--- src/rtl/regfile_pkg.sv ---
// Shared constants and requester encoding for the register-file writeback scheduler.
package regfile_pkg;

  localparam int DW       = 16;
  localparam int AW       = 4;
  localparam int NUM_REGS = 2 ** AW;

  localparam logic [1:0] RW_NONE = 2'd0;
  localparam logic [1:0] RW_ONE  = 2'd1;
  localparam logic [1:0] RW_TWO  = 2'd2;

  typedef enum logic [1:0] {
    REQ_ALU = 2'd0,
    REQ_MEM = 2'd1,
    REQ_MD  = 2'd2
  } req_id_e;

  // Requester reached after 'step' hops along ALU -> MEM -> MD -> ALU.
  function automatic req_id_e req_at(req_id_e base, logic [1:0] step);
    logic [2:0] sum;
    sum = {1'b0, base} + {1'b0, step};
    if (sum >= 3'd3) sum = sum - 3'd3;
    return req_id_e'(sum[1:0]);
  endfunction

  function automatic req_id_e req_after(req_id_e id);
    return req_at(id, 2'd1);
  endfunction

endpackage

--- src/rtl/wb_slot_alloc.sv ---
// Combinational slot allocator: walks the three requesters from the round-robin pointer and
// packs up to two non-colliding register writes into the two ports.
module wb_slot_alloc
  import regfile_pkg::*;
(
  input  logic [1:0]    ptr,
  input  logic [2:0]    valid,
  input  logic [AW-1:0] alu_reg,
  input  logic [DW-1:0] alu_data,
  input  logic [AW-1:0] mem_reg,
  input  logic [DW-1:0] mem_data,
  input  logic [AW-1:0] md_reg1,
  input  logic [AW-1:0] md_reg2,
  input  logic [DW-1:0] md_data1,
  input  logic [DW-1:0] md_data2,
  output logic [2:0]    grant,
  output logic [1:0]    first,
  output logic [1:0]    rw,
  output logic [AW-1:0] wreg1,
  output logic [AW-1:0] wreg2,
  output logic [DW-1:0] wdata1,
  output logic [DW-1:0] wdata2
);

  always_comb begin
    req_id_e       id;
    logic [1:0]    slots;
    logic [AW-1:0] sreg;
    logic [DW-1:0] sdata;
    // NOTE: every output and temporary gets a default before the walk, so no path leaves
    // a value unassigned and no latch is inferred.
    grant  = 3'b000;
    first  = ptr;
    rw     = RW_NONE;
    wreg1  = '0;
    wreg2  = '0;
    wdata1 = '0;
    wdata2 = '0;
    slots  = 2'd2;
    id     = REQ_ALU;
    sreg   = '0;
    sdata  = '0;
    for (int i = 0; i < 3; i++) begin
      id = req_at(req_id_e'(ptr), 2'(i));
      case (id)
        REQ_ALU, REQ_MEM: begin
          sreg  = (id == REQ_ALU) ? alu_reg  : mem_reg;
          sdata = (id == REQ_ALU) ? alu_data : mem_data;
          // With one slot left, port1 already holds a write; its register must not repeat.
          if (valid[id] && slots != 2'd0 && !(slots == 2'd1 && sreg == wreg1)) begin
            if (slots == 2'd2) begin
              wreg1  = sreg;
              wdata1 = sdata;
              rw     = RW_ONE;
            end else begin
              wreg2  = sreg;
              wdata2 = sdata;
              rw     = RW_TWO;
            end
            if (grant == 3'b000) first = id;
            grant[id] = 1'b1;
            slots     = slots - 2'd1;
          end
        end
        REQ_MD: begin
          if (valid[REQ_MD] && slots == 2'd2) begin
            wreg1 = md_reg1;
            if (md_reg1 == md_reg2) begin
              wdata1 = md_data2;
              rw     = RW_ONE;
            end else begin
              wdata1 = md_data1;
              wreg2  = md_reg2;
              wdata2 = md_data2;
              rw     = RW_TWO;
            end
            first         = REQ_MD;
            grant[REQ_MD] = 1'b1;
            slots         = 2'd0;
          end
        end
        default: ;
      endcase
    end
  end

endmodule

--- src/rtl/regfile_wb_arbiter.sv ---
// Writeback scheduler for the two-write-port register file: holds the round-robin pointer and
// the registered write ports, and exports which registers are currently being written.
module regfile_wb_arbiter
  import regfile_pkg::*;
(
  input  logic                clock,
  input  logic                reset,
  input  logic                wb_stall,
  input  logic                alu_valid,
  output logic                alu_ready,
  input  logic [AW-1:0]       alu_reg,
  input  logic [DW-1:0]       alu_data,
  input  logic                mem_valid,
  output logic                mem_ready,
  input  logic [AW-1:0]       mem_reg,
  input  logic [DW-1:0]       mem_data,
  input  logic                md_valid,
  output logic                md_ready,
  input  logic [AW-1:0]       md_reg1,
  input  logic [AW-1:0]       md_reg2,
  input  logic [DW-1:0]       md_data1,
  input  logic [DW-1:0]       md_data2,
  output logic [1:0]          RegWrite,
  output logic [AW-1:0]       WriteReg1,
  output logic [AW-1:0]       WriteReg2,
  output logic [DW-1:0]       WriteData1,
  output logic [DW-1:0]       WriteData2,
  output logic [NUM_REGS-1:0] pend_mask
);

  req_id_e             ptr;
  logic [2:0]          valid;
  logic [2:0]          grant;
  logic [1:0]          first;
  logic [1:0]          rw;
  logic [AW-1:0]       wreg1;
  logic [AW-1:0]       wreg2;
  logic [DW-1:0]       wdata1;
  logic [DW-1:0]       wdata2;
  logic [NUM_REGS-1:0] pend_next;

  // Nothing is offered a slot while stalled or held in reset.
  assign valid = {md_valid, mem_valid, alu_valid} & {3{~wb_stall & ~reset}};

  wb_slot_alloc u_alloc (
    .ptr      (ptr),
    .valid    (valid),
    .alu_reg  (alu_reg),
    .alu_data (alu_data),
    .mem_reg  (mem_reg),
    .mem_data (mem_data),
    .md_reg1  (md_reg1),
    .md_reg2  (md_reg2),
    .md_data1 (md_data1),
    .md_data2 (md_data2),
    .grant    (grant),
    .first    (first),
    .rw       (rw),
    .wreg1    (wreg1),
    .wreg2    (wreg2),
    .wdata1   (wdata1),
    .wdata2   (wdata2)
  );

  assign alu_ready = grant[REQ_ALU];
  assign mem_ready = grant[REQ_MEM];
  assign md_ready  = grant[REQ_MD];

  always_comb begin
    pend_next = '0;
    if (rw != RW_NONE) pend_next[wreg1] = 1'b1;
    if (rw == RW_TWO)  pend_next[wreg2] = 1'b1;
  end

  // NOTE: state updates use non-blocking assignments so every register samples pre-edge values.
  always_ff @(posedge clock or posedge reset) begin
    if (reset) begin
      RegWrite   <= RW_NONE;
      WriteReg1  <= '0;
      WriteReg2  <= '0;
      WriteData1 <= '0;
      WriteData2 <= '0;
      pend_mask  <= '0;
      ptr        <= REQ_ALU;
    end else begin
      RegWrite  <= rw;
      pend_mask <= pend_next;
      if (rw != RW_NONE) begin
        WriteReg1  <= wreg1;
        WriteData1 <= wdata1;
        ptr        <= req_after(req_id_e'(first));
      end
      if (rw == RW_TWO) begin
        WriteReg2  <= wreg2;
        WriteData2 <= wdata2;
      end
    end
  end

endmodule
--- config.mk ---
export PLATFORM = sky130hd
export DESIGN_NAME = regfile_wb_arbiter
export DESIGN_NICKNAME = d
export VERILOG_FILES = /design/src/rtl/regfile_pkg.sv /design/src/rtl/wb_slot_alloc.sv /design/src/rtl/regfile_wb_arbiter.sv
export SDC_FILE = /design/constraint.sdc
export NUM_CORES = 1
export LEC_CHECK = 0
export ABC_AREA = 1
export CAP_MARGIN = 25
export CORE_MARGIN = 2
export CORE_UTILIZATION = 53
export DETAILED_ROUTE_END_ITERATION = 8
export PLACE_DENSITY = 0.91
export SLEW_MARGIN = 10
export SYNTH_ARGS = -nofsm -noshare
export SYNTH_HDL_FRONTEND = slang
export SYNTH_HIERARCHICAL = 1
export SYNTH_SLANG_ARGS = --single-unit
--- constraint.sdc ---
create_clock -name clock -period 5 [get_ports clock]
set_input_delay 1 -clock clock [delete_from_list [all_inputs] [get_ports clock]]
set_output_delay 1 -clock clock [all_outputs]
set_load 0.1 [all_outputs]
# After elaboration in Yosys (flattened, before gate mapping)
# Cells that the tools add are included.
[totals] input_bits=86 word_cells=194 out_inout_bits=61 ff_bits=60
[classes] n_eq_ne=14 reduce_logical=26 n_addsub=8 n_lt_le_gt_ge=14 bitwise=7 mux=118
[op_table] op="$mux 16" n=25
[op_table] op="$pmux 16 s2" n=5
[op_table] op="$mux 4" n=22
[op_table] op="$mux 2" n=27
[op_table] op="$pmux 4 s2" n=5
[op_table] op="$pmux 2 s2" n=8
[op_table] op="$or 16x16->16" n=1
[op_table] op="$logic_and 1x1->1" n=13
[op_table] op="$eq 2x2->1 const B" n=6
[op_table] op="$eq 4x4->1" n=3
[op_table] op="$mux 1" n=12
[op_table] op="$eq 2x1->1 const B" n=5
[op_table] op="$lt 4x5->1 const B" n=2
[op_table] op="$ge 3x2->1 const B" n=3
[op_table] op="$lt 2x3->1 const B" n=3
[op_table] op="$mux 3" n=3
[op_table] op="$demux 1 s4" n=2
[op_table] op="$ge 4x1->1 const B" n=2
[op_table] op="$sub 2x2->2 const B" n=4
[op_table] op="$add 2x1->3 const B" n=2
[op_table] op="$bmux 1 s2" n=3
[op_table] op="$demux 1 s2" n=3
[op_table] op="$ge 2x1->1 const B" n=3
[op_table] op="$logic_not 2->1" n=3
[op_table] op="12 further kinds" n=22

# Depth between registers and ports, before layout
[depth] depth_word=26 ltp_mapped=32 ltp_nobuf=29

# By module
# Netlist, hierarchy kept.
[modules_own_cells] module="wb_slot_alloc" area_per_inst_um2=4624.4 n_inst=1 cells_each=982 seq_area_each_um2=0.0
[modules_own_cells] module="regfile_wb_arbiter" area_per_inst_um2=2424.8 n_inst=1 cells_each=282 seq_area_each_um2=1501.4

# Worst setup path before layout
# Ideal clock, no wire load.
[synth_path] path_type="input port to output port" start="input wb_stall" end="output alu_ready" stages=24 t_arrival_ps=4811 required_ps=4000 n_path_buf=1 path_slack_ps=-811 path_cell_list="or2_2 nor2_1 nor2_1 nor2_2 nand2_2 clkinv_1 nor2_1 inv_1 ha_1 nand2_1 nor2_1 nand3_2 nand2_2 buf_6 nand2_1 nand3_1 nand2_1 nand2_1 nand2_1 nand2_1 nor2_1 nand3_1 nand2_1 o21bai_1"
[synth_via] elab_chain_cells=19 word_cells_on_any_way=47 classes_between="add/sub (1); eq/ne (5); mux (25); bitwise (5); reduce/logical (11)"
[synth_lines] element="from (decl)" line="regfile_wb_arbiter.sv:8" rtl="input logic wb_stall,"
[synth_lines] element="$not 1->1 *" line="regfile_wb_arbiter.sv:43" rtl="assign valid = {md_valid, mem_valid, alu_valid} & {3{~wb_stall & ~reset}};"
[synth_lines] element="$and 1x1->1 *" line="regfile_wb_arbiter.sv:43"
[synth_lines] element="$and 3x3->3 *" line="regfile_wb_arbiter.sv:43"
[synth_lines] element="via valid[0]" line="regfile_wb_arbiter.sv:32" rtl="logic [2:0] valid;"
[synth_lines] element="$bmux 1 s2" line="wb_slot_alloc.sv:50" rtl="if (valid[id] && slots != 2'd0 && !(slots == 2'd1 && sreg == wreg1)) begin"
[synth_lines] element="$mux 1 (not written as such)" line="wb_slot_alloc.sv:50"
[synth_lines] element="$mux 4 / $mux 2 (equally long branches)" line="wb_slot_alloc.sv:50"
[synth_lines] element="$pmux 4 s2 / $pmux 2 s2 (equally long branches)" line="wb_slot_alloc.sv:45" rtl="case (id)"
[synth_lines] element="[4 not listed]"
[synth_lines] element="$mux 4 / $mux 2 (equally long branches)" line="wb_slot_alloc.sv:50"
[synth_lines] element="$pmux 4 s2 / $pmux 2 s2 (equally long branches)" line="wb_slot_alloc.sv:45"
[synth_lines] element="$eq 4x4->1 / $eq 2x1->1 (equally long branches)" line="wb_slot_alloc.sv:50"
[synth_lines] element="$logic_and 1x1->1" line="wb_slot_alloc.sv:50"
[synth_lines] element="$logic_not 1->1" line="wb_slot_alloc.sv:50"
[synth_lines] element="$logic_and 1x1->1" line="wb_slot_alloc.sv:50"
[synth_lines] element="$mux 3" line="wb_slot_alloc.sv:50"
[synth_lines] element="$mux 2 *" line="wb_slot_alloc.sv:45"
[synth_lines] element="to (decl)" line="regfile_wb_arbiter.sv:10" rtl="output logic alu_ready,"
# The timed path passes the listed nets; every way through them passes the cells marked *. The select of a mux whose other input is x is not followed.

# Worst setup path after layout
[layout_path] start="input wb_stall" end="output mem_ready"
[layout_via] elab_chain_cells=19 word_cells_on_any_way=47 classes_between="add/sub (1); eq/ne (5); mux (25); bitwise (5); reduce/logical (11)"
[layout_lines] element="$not 1->1 *" line="regfile_wb_arbiter.sv:43"
[layout_lines] element="$and 1x1->1 *" line="regfile_wb_arbiter.sv:43"
[layout_lines] element="$and 3x3->3 *" line="regfile_wb_arbiter.sv:43"
[layout_lines] element="via valid[0]" line="regfile_wb_arbiter.sv:32"
[layout_lines] element="$bmux 1 s2" line="wb_slot_alloc.sv:50"
[layout_lines] element="$mux 1 (not written as such)" line="wb_slot_alloc.sv:50"
[layout_lines] element="$mux 4 / $mux 2 (equally long branches)" line="wb_slot_alloc.sv:50"
[layout_lines] element="$pmux 4 s2 / $pmux 2 s2 (equally long branches)" line="wb_slot_alloc.sv:45"
[layout_lines] element="[4 not listed]"
[layout_lines] element="$mux 4 / $mux 2 (equally long branches)" line="wb_slot_alloc.sv:50"
[layout_lines] element="$pmux 4 s2 / $pmux 2 s2 (equally long branches)" line="wb_slot_alloc.sv:45"
[layout_lines] element="$eq 4x4->1 / $eq 2x1->1 (equally long branches)" line="wb_slot_alloc.sv:50"
[layout_lines] element="$logic_and 1x1->1" line="wb_slot_alloc.sv:50"
[layout_lines] element="$logic_not 1->1" line="wb_slot_alloc.sv:50"
[layout_lines] element="$logic_and 1x1->1" line="wb_slot_alloc.sv:50"
[layout_lines] element="$mux 3" line="wb_slot_alloc.sv:50"
[layout_lines] element="$mux 2 *" line="wb_slot_alloc.sv:45"
[layout_lines] element="to (decl)" line="regfile_wb_arbiter.sv:14" rtl="output logic mem_ready,"
# Marked as above.

==> metrics.md <==
| Metric | Value |
|---|---|
| Critical Path Fanout Max | 4 |
| Final Max Tran Viols | 0 |
| TritonCTS Buffers | 9 |
| Finished Core Util | between 70% and 80% |
| Final GP Congestion | 0.961 |
| Layout cells sized above 1 | 12.0% |
| Post-DP HPWL | 21,100 µm |
| Synth Flop Type | dfrtp_1 |
| Cells after DPL | 1,588 |
| Port bufs | 146 |
| DRC Markers | 0 |
| Placed Area | 9030 µm² |
| Clk sinks | 60 |
| CP dominant cell by count | buf_4 |
| Nets | around 1,500 |
| Die height | 119 µm |
| Post-Route Setup TNS | 0 ps |
| Vias in the first global route | roughly 8,500 |
| WL/cell | 17.6 µm |
| Worst hold path class | reg -> reg |
| P&R area growth vs syn | 35.7% |
| Synth Instances | 1,264 |
| Synth top cells by count | 432 x nand2_1, 171 x o21ai_0, 150 x nand3_1 |
| Leading area contributor after synthesis | nand2_1 |
| Crit start category | input pin |
| Root Buffer | clkbuf_16 |
| Arr. time, crit path | 3890 ps |
| Initial antenna violation count | 0 |
| Worst path max stage delay | between 200 and 300 ps |
| Pre-antenna DRT Iters | 8 |
| Top cell type's share of synthesized area | between 20% and 30% |
| I/O pin cnt | 147 |
| Initial Util | 53.7% |
| Critical path depth in cells | 21 |
| Flop-to-flop setup slack | 580 ps |
| Largest net degree at the start of global routing | 65 |
| Core footprint | 13,100 µm² |
| Mapped Area | 7050 µm² |
| Via density | 5.90 |
| Clk buf depth | 2 |
| Design area | ~9600 µm² |
| FF+latch count, synth | 60 |
| Final Hold Viols | 0 |
| R2R cell count | 20 |
| CP Class | in -> out |
| CTS Hold Bufs | 0 |
| FMAX | 205 MHz |
| Sequential cell area fraction in the yosys report | 21.3% |
| Die W | 119 µm |
| Die area | 14,200 µm² |
| Crit-path slowest cell | or2_4 |
| CTS tree | yes |
| Mapped Avg Cell Area | 5.58 µm² |
| DR vias | 9,533 |
| Syn. warnings | 6 |
| Critical path origin | wb_stall |
| RSZ-0062 raised after global routing | false |
| Top-count cell post-synth | nand2_1 |
| Clock transition at the registers of the reported paths | 50 ps |
| Total gr overflow | 0 |
| FF-to-FF Start | ptr[0] |
| Synth area leaders | nand2_1 23%, dfrtp_1 21%, o21ai_0 12%, nand3_1 11%, inv_1 6.9% |
| Crit path max-delay family | simple AND/OR/NAND/NOR gates |
| Crit path capture type | primary output |
| # rows | 42 |
| # diodes | 0 |
| Final Non-Filler Cells | 1,616 |
| Post-synthesis net count | 1,358 |
| Post-synth EDFFs | 0 |
| Max cap viols | 0 |
| Clock skew | 7.15 ps |
| Asr flop ratio synth | 100% |
| Last element of the critical path | mem_ready |
| Crit path buffers/inverters | 7 |
| Final period util | 97.8% |
| Slew of the pin with the lowest slew margin | 999 ps |
| DR iter-0 viols | 1,419 |
| Skew-Pair Late Insertion Delay | 340 ps |
| Status | completed |
| Total length of routed wires | 28,500 µm |
| Worst R2R End | pend_mask[10] |
| Routed Antenna Nets | 0 |
| Final setup viols | 0 |
| H-tree depth | 3 |
| Data required time of the worst path | 4000 ps |
| Gr usage total | roughly 40% |
| Relative slew slack | between 30% and 40% |
| First-pass GRT wire length | 44,900 µm |
| Cell variety after synth | 37 |
| Crit-path cells | dlygate4sd2_1 > or2_4 > nor2_4 > nor2_2 > nor2_2 > nand2_2 > buf_4 > buf_4 > ha_1 > nand2_2 > buf_4 > buf_4 > a21oi_1 > nor2_1 > a31oi_2 > nor2_1 > inv_1 > nand2_2 > nand3_2 > nand3_4 > buf_12 |
| Crit path time final | just under 5000 ps |
worst min path at each step:
stage | from | endpoint | slack (ps) | cells after the start
after floorplan | ptr[1] | ptr[1] | 500 | 2
after global placement | WriteData2[5] | WriteData2[5] | 460 | 2
after detailed placement | WriteData1[1] | WriteData1[1] | 470 | 2
after CTS | WriteData1[10] | WriteData1[10] | 480 | 2
after global routing | WriteData1[12] | WriteData1[12] | 500 | 2
final | WriteData1[4] | WriteData1[4] | 480 | 2
per-stage QoR:
stage	worst slack, ps	hold slack (ps)
2_1_floorplan	57.6	499
3_3_place_gp	-158	462
3_5_place_dp	-380	469
4_1_cts	83.9	484
5_1_grt	2.10	505
6_report	111	478
registers in the layout, summed over array words and instances (netlist names):
signal      count
ptr             2
RegWrite        2
WriteReg1       4
WriteData2     16
WriteReg2       4
WriteData1     16
pend_mask      16
metal layers:
layer  vias up  part of all wire (%)  global-route usage (%)
li1       4511                     -                       -
met5         -                     0                       0
met2       742                    42                    57.8
met4         0                   3.9                    14.5
met1      4188                    41                    57.5
met3        92                    13                    8.52
repair_timing:
action                                  CTS  global route
endpoints found under the setup margin    5             4
gates cloned                              0             0
resized for setup                        15            28
pin swaps                                16            28
setup buffers                             7             4
cells in the final DEF (no fill, tap or decap), types with 2 or more instances in the layout:
cell | Yosys | routed
nand2_1 | 432 | 425
o21ai_0 | 171 | 168
clkdlybuf4s50_1 | 0 | 140
nand3_1 | 150 | 139
inv_1 | 129 | 126
buf_4 | 13 | 89
a21oi_1 | 76 | 76
dfrtp_1 | 60 | 60
nor2_1 | 50 | 42
o22ai_1 | 24 | 24
o211ai_1 | 21 | 21
nor2_2 | 4 | 11
nand2_2 | 5 | 11
o21ai_1 | 9 | 11
o221ai_1 | 11 | 11
nand3_2 | 2 | 10
clkbuf_16 | 0 | 9
inv_2 | 5 | 8
ha_1 | 8 | 6
buf_12 | 0 | 6
nor3_1 | 5 | 5
mux2i_1 | 4 | 4
clkinvlp_4 | 0 | 3
nand3_4 | 0 | 3
nor2_4 | 1 | 2
clkinv_2 | 0 | 2
nand2_4 | 1 | 2
o21ai_2 | 1 | 2
xor2_1 | 2 | 2
ha_2 | 0 | 2
buf_6 | 5 | 2
cell type report:
cell class	count	area (µm²)
Sequential cell	60	1500
Tap cell	176	220
Fill cell	1148	3570
Multi-Input combinational cell	988	4780
Inverter	135	508
Timing Repair Buffer	241	2260
Clock inverter	7	75.1
Clock buffer	9	225
worst reg2reg max path, cell delays in order (launching register included):
cell and delay [ps]:
dfrtp_1 390, inv_1 100, ha_1 580, buf_4 420, nand2_1 120, inv_1 360, buf_4 300, nor2_1 90
a31oi_2 290, inv_2 80, nor2_1 120, nand3_1 130, nand2_2 130, buf_4 140, buf_4 120, o21ai_0 70
nand2_1 260, inv_1 100, nor2_1 280, nand3_1 160, nand2_1 110
kinds of logic (layout without fill, tap and decap cells):
group | after synthesis | count (layout) | synth area share, %
AND/OR/NAND/NOR | 654 | 654 | 38.5
multiplexers | 4 | 4 | 0.568
XOR/XNOR | 2 | 2 | 0.249
buffers and inverters | 216 | 392 | 13.1
AO/OA/AOI/OAI | 320 | 320 | 24.8
adder cells (fa/ha/maj) | 8 | 8 | 1.42
flip-flops | 60 | 60 | 21.3
Power is left out: the tool's default activity adds up to more than one toggle a clock period on the data nets, which glitch-free logic cannot reach.
